## src/rtl/muldiv_unit.sv

```systemverilog
`default_nettype none
// ============================================================================
// Module   : muldiv_unit
// Purpose  : Iterative RV64M multiply/divide unit for the execute stage.
//            Multiplies by 64-step shift-add and divides by 64-step
//            restoring division on operand magnitudes, then applies sign
//            and W-op fixups. Divide-by-zero and reserved ops bypass the
//            iteration loop.
// Ports    : clk        - clock, rising edge
//            reset      - asynchronous active-low reset
//            flush      - abort any operation, return to IDLE
//            in_valid   - op/a/b valid       in_ready  - unit can accept
//            op         - 0 MUL 1 MULW 2 DIV 3 DIVU 4 REM 5 REMU
//                         6 DIVW 7 DIVUW 8 REMW 9 REMUW, 10-15 reserved
//            a, b       - operands rs1, rs2
//            out_valid  - c valid            out_ready - consumer takes c
//            c          - result
// Revision : 1.0 - initial release
// ============================================================================
module muldiv_unit #(
  parameter int XLEN  = 64,
  parameter int CNT_W = 7
) (
  input  logic            clk,
  input  logic            reset,
  input  logic            flush,
  input  logic            in_valid,
  output logic            in_ready,
  input  logic [3:0]      op,
  input  logic [XLEN-1:0] a,
  input  logic [XLEN-1:0] b,
  output logic            out_valid,
  input  logic            out_ready,
  output logic [XLEN-1:0] c
);

  typedef enum logic [1:0] {
    IDLE = 2'd0,
    BUSY = 2'd1,
    DONE = 2'd2
  } state_e;

  state_e            state_q;
  logic [CNT_W-1:0]  cnt_q;
  logic              setup_q;     // first BUSY cycle: fast-path decision
  logic              is_mul_q, is_rsv_q, is_rem_q, is_w_q;
  logic              neg_q_q, neg_r_q;
  logic [XLEN-1:0]   dvsr_q;      // multiplicand or divisor magnitude
  logic [2*XLEN-1:0] acc_q;       // {product hi / remainder, multiplier / quotient}
  logic [XLEN-1:0]   c_q;
  logic              out_valid_q;

  // Sign-extend the low word for W ops.
  function automatic logic [XLEN-1:0] wfix(input logic [XLEN-1:0] v, input logic w);
    wfix = w ? {{(XLEN-32){v[31]}}, v[31:0]} : v;
  endfunction

  // ---------------- accept-time decode and operand preparation ----------------
  logic            is_mul_d, is_rsv_d, is_rem_d, is_w_d, sdiv_d, wsx_d, wzx_d;
  logic [XLEN-1:0] a_ext_d, b_ext_d, a_mag_d, b_mag_d;

  always_comb begin
    is_rsv_d = (op >= 4'd10);
    is_mul_d = (op <= 4'd1);
    is_rem_d = (op == 4'd4) || (op == 4'd5) || (op == 4'd8) || (op == 4'd9);
    is_w_d   = (op == 4'd1) || ((op >= 4'd6) && !is_rsv_d);
    sdiv_d   = (op == 4'd2) || (op == 4'd4) || (op == 4'd6) || (op == 4'd8);
    wsx_d    = (op == 4'd1) || (op == 4'd6) || (op == 4'd8);
    wzx_d    = (op == 4'd7) || (op == 4'd9);
    a_ext_d  = a;
    b_ext_d  = b;
    if (wsx_d) begin
      a_ext_d = {{(XLEN-32){a[31]}}, a[31:0]};
      b_ext_d = {{(XLEN-32){b[31]}}, b[31:0]};
    end else if (wzx_d) begin
      a_ext_d = {{(XLEN-32){1'b0}}, a[31:0]};
      b_ext_d = {{(XLEN-32){1'b0}}, b[31:0]};
    end
    // Most-negative value maps to itself, which is its correct unsigned magnitude.
    a_mag_d = (sdiv_d && a_ext_d[XLEN-1]) ? -a_ext_d : a_ext_d;
    b_mag_d = (sdiv_d && b_ext_d[XLEN-1]) ? -b_ext_d : b_ext_d;
  end

  // ---------------- one iteration step ----------------
  logic [XLEN:0]     mul_sum_d;
  logic [XLEN:0]     div_shift_d;
  logic [XLEN-1:0]   div_sub_d;
  logic              div_ge_d;
  logic [2*XLEN-1:0] acc_d;

  always_comb begin
    mul_sum_d   = {1'b0, acc_q[2*XLEN-1:XLEN]} + (acc_q[0] ? {1'b0, dvsr_q} : '0);
    div_shift_d = {acc_q[2*XLEN-1:XLEN], acc_q[XLEN-1]};
    div_ge_d    = (div_shift_d >= {1'b0, dvsr_q});
    // When the trial subtraction succeeds the difference is below the divisor,
    // so truncating to XLEN bits loses nothing.
    div_sub_d   = div_shift_d[XLEN-1:0] - dvsr_q;
    if (is_mul_q)
      acc_d = {mul_sum_d, acc_q[XLEN-1:1]};
    else if (div_ge_d)
      acc_d = {div_sub_d, acc_q[XLEN-2:0], 1'b1};
    else
      acc_d = {div_shift_d[XLEN-1:0], acc_q[XLEN-2:0], 1'b0};
  end

  // ---------------- result formation ----------------
  logic [XLEN-1:0] quo_d, rem_d, res_d, fast_d;
  logic            dvz_d;

  always_comb begin
    quo_d  = neg_q_q ? -acc_d[XLEN-1:0] : acc_d[XLEN-1:0];
    rem_d  = neg_r_q ? -acc_d[2*XLEN-1:XLEN] : acc_d[2*XLEN-1:XLEN];
    res_d  = wfix(is_mul_q ? acc_d[XLEN-1:0] : (is_rem_q ? rem_d : quo_d), is_w_q);
    dvz_d  = !is_mul_q && !is_rsv_q && (dvsr_q == '0);
    // Divide by zero: remainder is the dividend, rebuilt from its magnitude
    // and recorded sign; quotient is all ones.
    fast_d = is_rsv_q ? '0 :
             wfix(is_rem_q ? (neg_r_q ? -acc_q[XLEN-1:0] : acc_q[XLEN-1:0]) : '1, is_w_q);
  end

  // ---------------- control ----------------
  always_ff @(posedge clk or negedge reset) begin
    if (!reset) begin
      state_q     <= IDLE;
      cnt_q       <= '0;
      setup_q     <= 1'b0;
      is_mul_q    <= 1'b0;
      is_rsv_q    <= 1'b0;
      is_rem_q    <= 1'b0;
      is_w_q      <= 1'b0;
      neg_q_q     <= 1'b0;
      neg_r_q     <= 1'b0;
      dvsr_q      <= '0;
      acc_q       <= '0;
      c_q         <= '0;
      out_valid_q <= 1'b0;
    end else if (flush) begin
      state_q     <= IDLE;
      cnt_q       <= '0;
      setup_q     <= 1'b0;
      out_valid_q <= 1'b0;
    end else begin
      case (state_q)
        IDLE: begin
          if (in_valid) begin
            state_q  <= BUSY;
            setup_q  <= 1'b1;
            cnt_q    <= '0;
            is_mul_q <= is_mul_d;
            is_rsv_q <= is_rsv_d;
            is_rem_q <= is_rem_d;
            is_w_q   <= is_w_d;
            neg_q_q  <= sdiv_d && (a_ext_d[XLEN-1] ^ b_ext_d[XLEN-1]);
            neg_r_q  <= sdiv_d && a_ext_d[XLEN-1];
            dvsr_q   <= b_mag_d;
            acc_q    <= {{XLEN{1'b0}}, a_mag_d};
          end
        end
        BUSY: begin
          if (setup_q) begin
            setup_q <= 1'b0;
            if (is_rsv_q || dvz_d) begin
              c_q         <= fast_d;
              out_valid_q <= 1'b1;
              state_q     <= DONE;
            end
          end else begin
            acc_q <= acc_d;
            cnt_q <= cnt_q + 1'b1;
            if (cnt_q == CNT_W'(XLEN-1)) begin
              c_q         <= res_d;
              out_valid_q <= 1'b1;
              state_q     <= DONE;
            end
          end
        end
        DONE: begin
          if (out_ready) begin
            state_q     <= IDLE;
            out_valid_q <= 1'b0;
          end
        end
        default: state_q <= IDLE;
      endcase
    end
  end

  assign in_ready  = (state_q == IDLE);
  assign out_valid = out_valid_q;
  assign c         = c_q;

endmodule
`default_nettype wire
```

## config.mk

```make
export PLATFORM = sky130hd
export DESIGN_NAME = muldiv_unit
export DESIGN_NICKNAME = d
export VERILOG_FILES = /design/src/rtl/muldiv_unit.sv
export SDC_FILE = /design/constraint.sdc
export NUM_CORES = 2
export LEC_CHECK = 0
export CORE_AREA = 2 2 363 365
export DETAILED_ROUTE_END_ITERATION = 8
export DIE_AREA = 0 0 365 367
export PLACE_DENSITY = 0.42
export REMOVE_ABC_BUFFERS = 1
export SLEW_MARGIN = 40
export SYNTH_ARGS = -nofsm -noshare
export SYNTH_HDL_FRONTEND = slang
export SYNTH_SLANG_ARGS = --single-unit
```

## constraint.sdc

```tcl
create_clock -name clk -period 5.5 [get_ports clk]
set_input_delay 1.1 -clock clk [delete_from_list [all_inputs] [get_ports clk]]
set_output_delay 1.1 -clock clk [all_outputs]
set_load 0.02 [all_outputs]
```

==> reports/metrics.cfg <==
[global_routing]
groute.usage.overall = 0.2611
grt_max_degree = 110
gr-total-overflow = 0
grt_pass1_vias = 37409
antenna_found_initial = 6
grt_pass1_wl_um = 259900

[yosys]
yosysSeqAreaShare = 0.2109
synth_area_leader_cell = dfrtp_1
synth_compound_area_frac = 0.3133
ys.flop_type = dfrtp_1
yosysTopAreaCellShare = 0.2109
syn_area_mm2 = 0.03239
synth-xor-area-share = 0.09112
syn_inst = 4594
synth_top_family_by_area = compound AO/OA/AOI/OAI gates
synth_simple_gate_area_frac = 0.2453
ys_async_sr_fraction = 1.000
syn_area_per_cell_um2 = 7.051
synth_area_leaders = dfrtp_1 21%, o21ai_0 7.9%, a21oi_1 6.7%
synth_edf_count = 0
netlist_top_cells_count = 570 x nand2_1, 514 x o21ai_0, 434 x a21oi_1
ys_ff_latch = 273
yosysUniqueCellTypes = 107
synthMuxAreaShare = 0.02476
ys_warn_count = 0
synth_adder_area_share = 0.05299
yosysMostFrequentCell = nand2_1

[placed_design]
io_buffers = 202
hpwl_um = 146100
dp_cells = 7066
routabilityCongestion = 0.9498
place_area_mm2 = 0.04204

[routing]
drc = 0
wl_per_cell_um = 25.18
vias = 39028
ant_nets = 0
dr.pass1.iters = 6
routed_via_density = 5.445
drt_iter0_drc = 3500
postRouteWirelength_um = 180500

[worst_setup_path]
end_kind = flop
crit_path_start_kind = flop
required_ns = 6.06
worstPathArrival_ns = 5.98
crit_fanout = 11
crit_type = reg2reg

[die]
coreArea_mm2 = 0.1305
ios = 203
die_h_um = 367
initial_core_util = 0.2483
fp-row-count = 133
die_area_mm2 = 0.1340
die_w_um = 365

[clock_network]
htree_levels = 2
cts_sinks = 273
cts_buffers = 42
cts_tree = built
clk_pin_slew_ns = 0.07
clk_path_buf_depth = 3
root_buffer = clkbuf_16
clk_latency_ns = 0.64

[cells_and_area]
design_area_mm2 = 0.04470
nets = 5653
instances_no_fill = 7168
drive_gt1_frac = 0.2227
fin_util = 0.3426
area_delta_synth_final_pct = 38.00

[sta]
rsz0062_at_grt = true
fmax_mhz = 184.3
hold_viol = 0
period_minus_slack_ns = 5.426
period_share = 0.9865
setup_viol = 0
relSlewSlack = 0.4068
clock_skew_ns = 0.03386
slew_violations = 0
worst_pin_slew_ns = 0.8899

[min_path]
hp-class = in2async

[pwr]
p_leak_nw = 18.48
ir_drop_mv = 0.3378
p_per_area_mw_per_mm2 = 676.7
total_power_mw = 30.25

[job]
maxCapViolCount = 0

[status]
status = finished, final reports clean

-- power by group --
part / leakage (nW) / internal (mW) / switching (mW) / total (mW)
clock: 0.747 / 1.89 / 1.20 / 3.09
combinational: 14.3 / 10.1 / 13.3 / 23.4
sequential: 3.46 / 2.72 / 1.09 / 3.81
total: 18.5 / 14.7 / 15.6 / 30.3
-- cells by family after synthesis --
group / count (synthesis)
xor+xnor: 337
fa+ha+maj: 136
flops: 273
compound gates: 1621
mux: 78
simple gates: 1654
buf+inv: 495
-- layer usage --
layer  vias up  part of all wire  global-route usage
met1     18972              0.46              0.3690
met5         -           0.00013                   0
met2      1388              0.45              0.4106
li1      18417                 -                   -
met4         4             0.036             0.08333
met3       247             0.059             0.03060
-- cell type report --
cell class	instances	area, µm²
Fill cell	14153	85760
Multi-Input combinational cell	3826	24480
Timing Repair Buffer	1092	9099
Sequential cell	273	6847
Tap cell	1755	2196
Clock buffer	57	1229
Inverter	145	546.8
Clock inverter	19	297.8
Antenna cell	1	2.502
-- metrics by stage --
step / setup WS (ns) / hold slack [ns] / TNS [ns]
after global placement: -0.7844 / 0.4572 / -8.007
final: 0.07426 / 0.3604 / 0
after detailed placement: -0.4514 / 0.4594 / -8.428
after global routing: -0.08427 / 0.3686 / -0.4517
after floorplan: -6.426 / 0.4498 / -610.33
after CTS: 0.005322 / 0.4707 / 0
-- critical path, stage by stage (launching register included) --
cell and delay, ns:
dfrtp_1 0.44, ha_1 0.34, nand4_1 0.24, nor3_4 0.37, o2111ai_2 0.24, o211ai_4 0.18, buf_6 0.15, o2111ai_4 0.13
buf_12 0.19, buf_4 0.19, and4_1 0.21, a221o_1 0.37, or4b_4 0.59, nor4_4 0.29, nand4_1 0.20, buf_6 0.19
buf_4 0.16, o41ai_4 0.21, xor2_1 0.32, o211ai_1 0.15, a31oi_1 0.18
-- cells in the final DEF, fill, tap and decap left out, drive strengths merged, types with 21 or more instances in the layout --
master / netlist / routed
buf: 86 / 891
nand2: 570 / 570
o21ai: 527 / 527
a21oi: 437 / 437
nor2: 427 / 427
dfrtp: 273 / 273
clkdlybuf4s50: 0 / 201
xnor2: 170 / 170
xor2: 167 / 167
inv: 143 / 146
ha: 134 / 134
nor3: 105 / 105
nand4: 91 / 91
nand3: 91 / 91
o31ai: 78 / 78
a211oi: 69 / 69
a31oi: 66 / 66
or3: 62 / 62
mux2i: 61 / 61
nor4: 61 / 61
clkbuf: 264 / 57
a21o: 44 / 44
nand2b: 43 / 43
o211ai: 41 / 41
o41ai: 40 / 40
or4: 35 / 35
o21a: 34 / 34
nor2b: 33 / 33
and3: 28 / 28
a22o: 28 / 28
a21boi: 22 / 22
a221oi: 22 / 22
o21bai: 21 / 21
or2: 21 / 21
-- worst paths after layout --
kind / startpoint / to / slack (ns) / depth (start not counted)
max: acc_q[85]$_DFFE_PN0P_ / c[56]$_DFFE_PN0P_ / 0.07 / 20
min: reset / dvsr_q[7]$_DFFE_PN0P_ / 0.36 / 1
max reg2reg: acc_q[85]$_DFFE_PN0P_ / c[56]$_DFFE_PN0P_ / 0.07 / 20
min reg2reg: c[31]$_DFFE_PN0P_ / c[31]$_DFFE_PN0P_ / 0.46 / 2
max in group asynchronous: reset / acc_q[108]$_DFFE_PN0P_ / 3.84 / 3
min in group clk: c[31]$_DFFE_PN0P_ / c[31]$_DFFE_PN0P_ / 0.46 / 2
-- sequential cells by signal, indices dropped and copies added, names as in the netlist --
| register | count |
|---|---|
| acc_q | 128 |
| c | 64 |
| cnt_q | 7 |
| dvsr_q | 64 |
| is_mul_q | 1 |
| is_rem_q | 1 |
| is_rsv_q | 1 |
| is_w_q | 1 |
| neg_q_q | 1 |
| neg_r_q | 1 |
| out_valid | 1 |
| setup_q | 1 |
| state_q | 2 |
-- repair_timing --
action | 4_1_cts | 5_1_grt
setup endpoints to repair | 42 | 50
setup buffers | 2 | 22
resized for setup | 20 | 169
pin swaps | 5 | 57
hold buffers | 0 | 0
No activity file was read; power rests on OpenSTA's default activity.
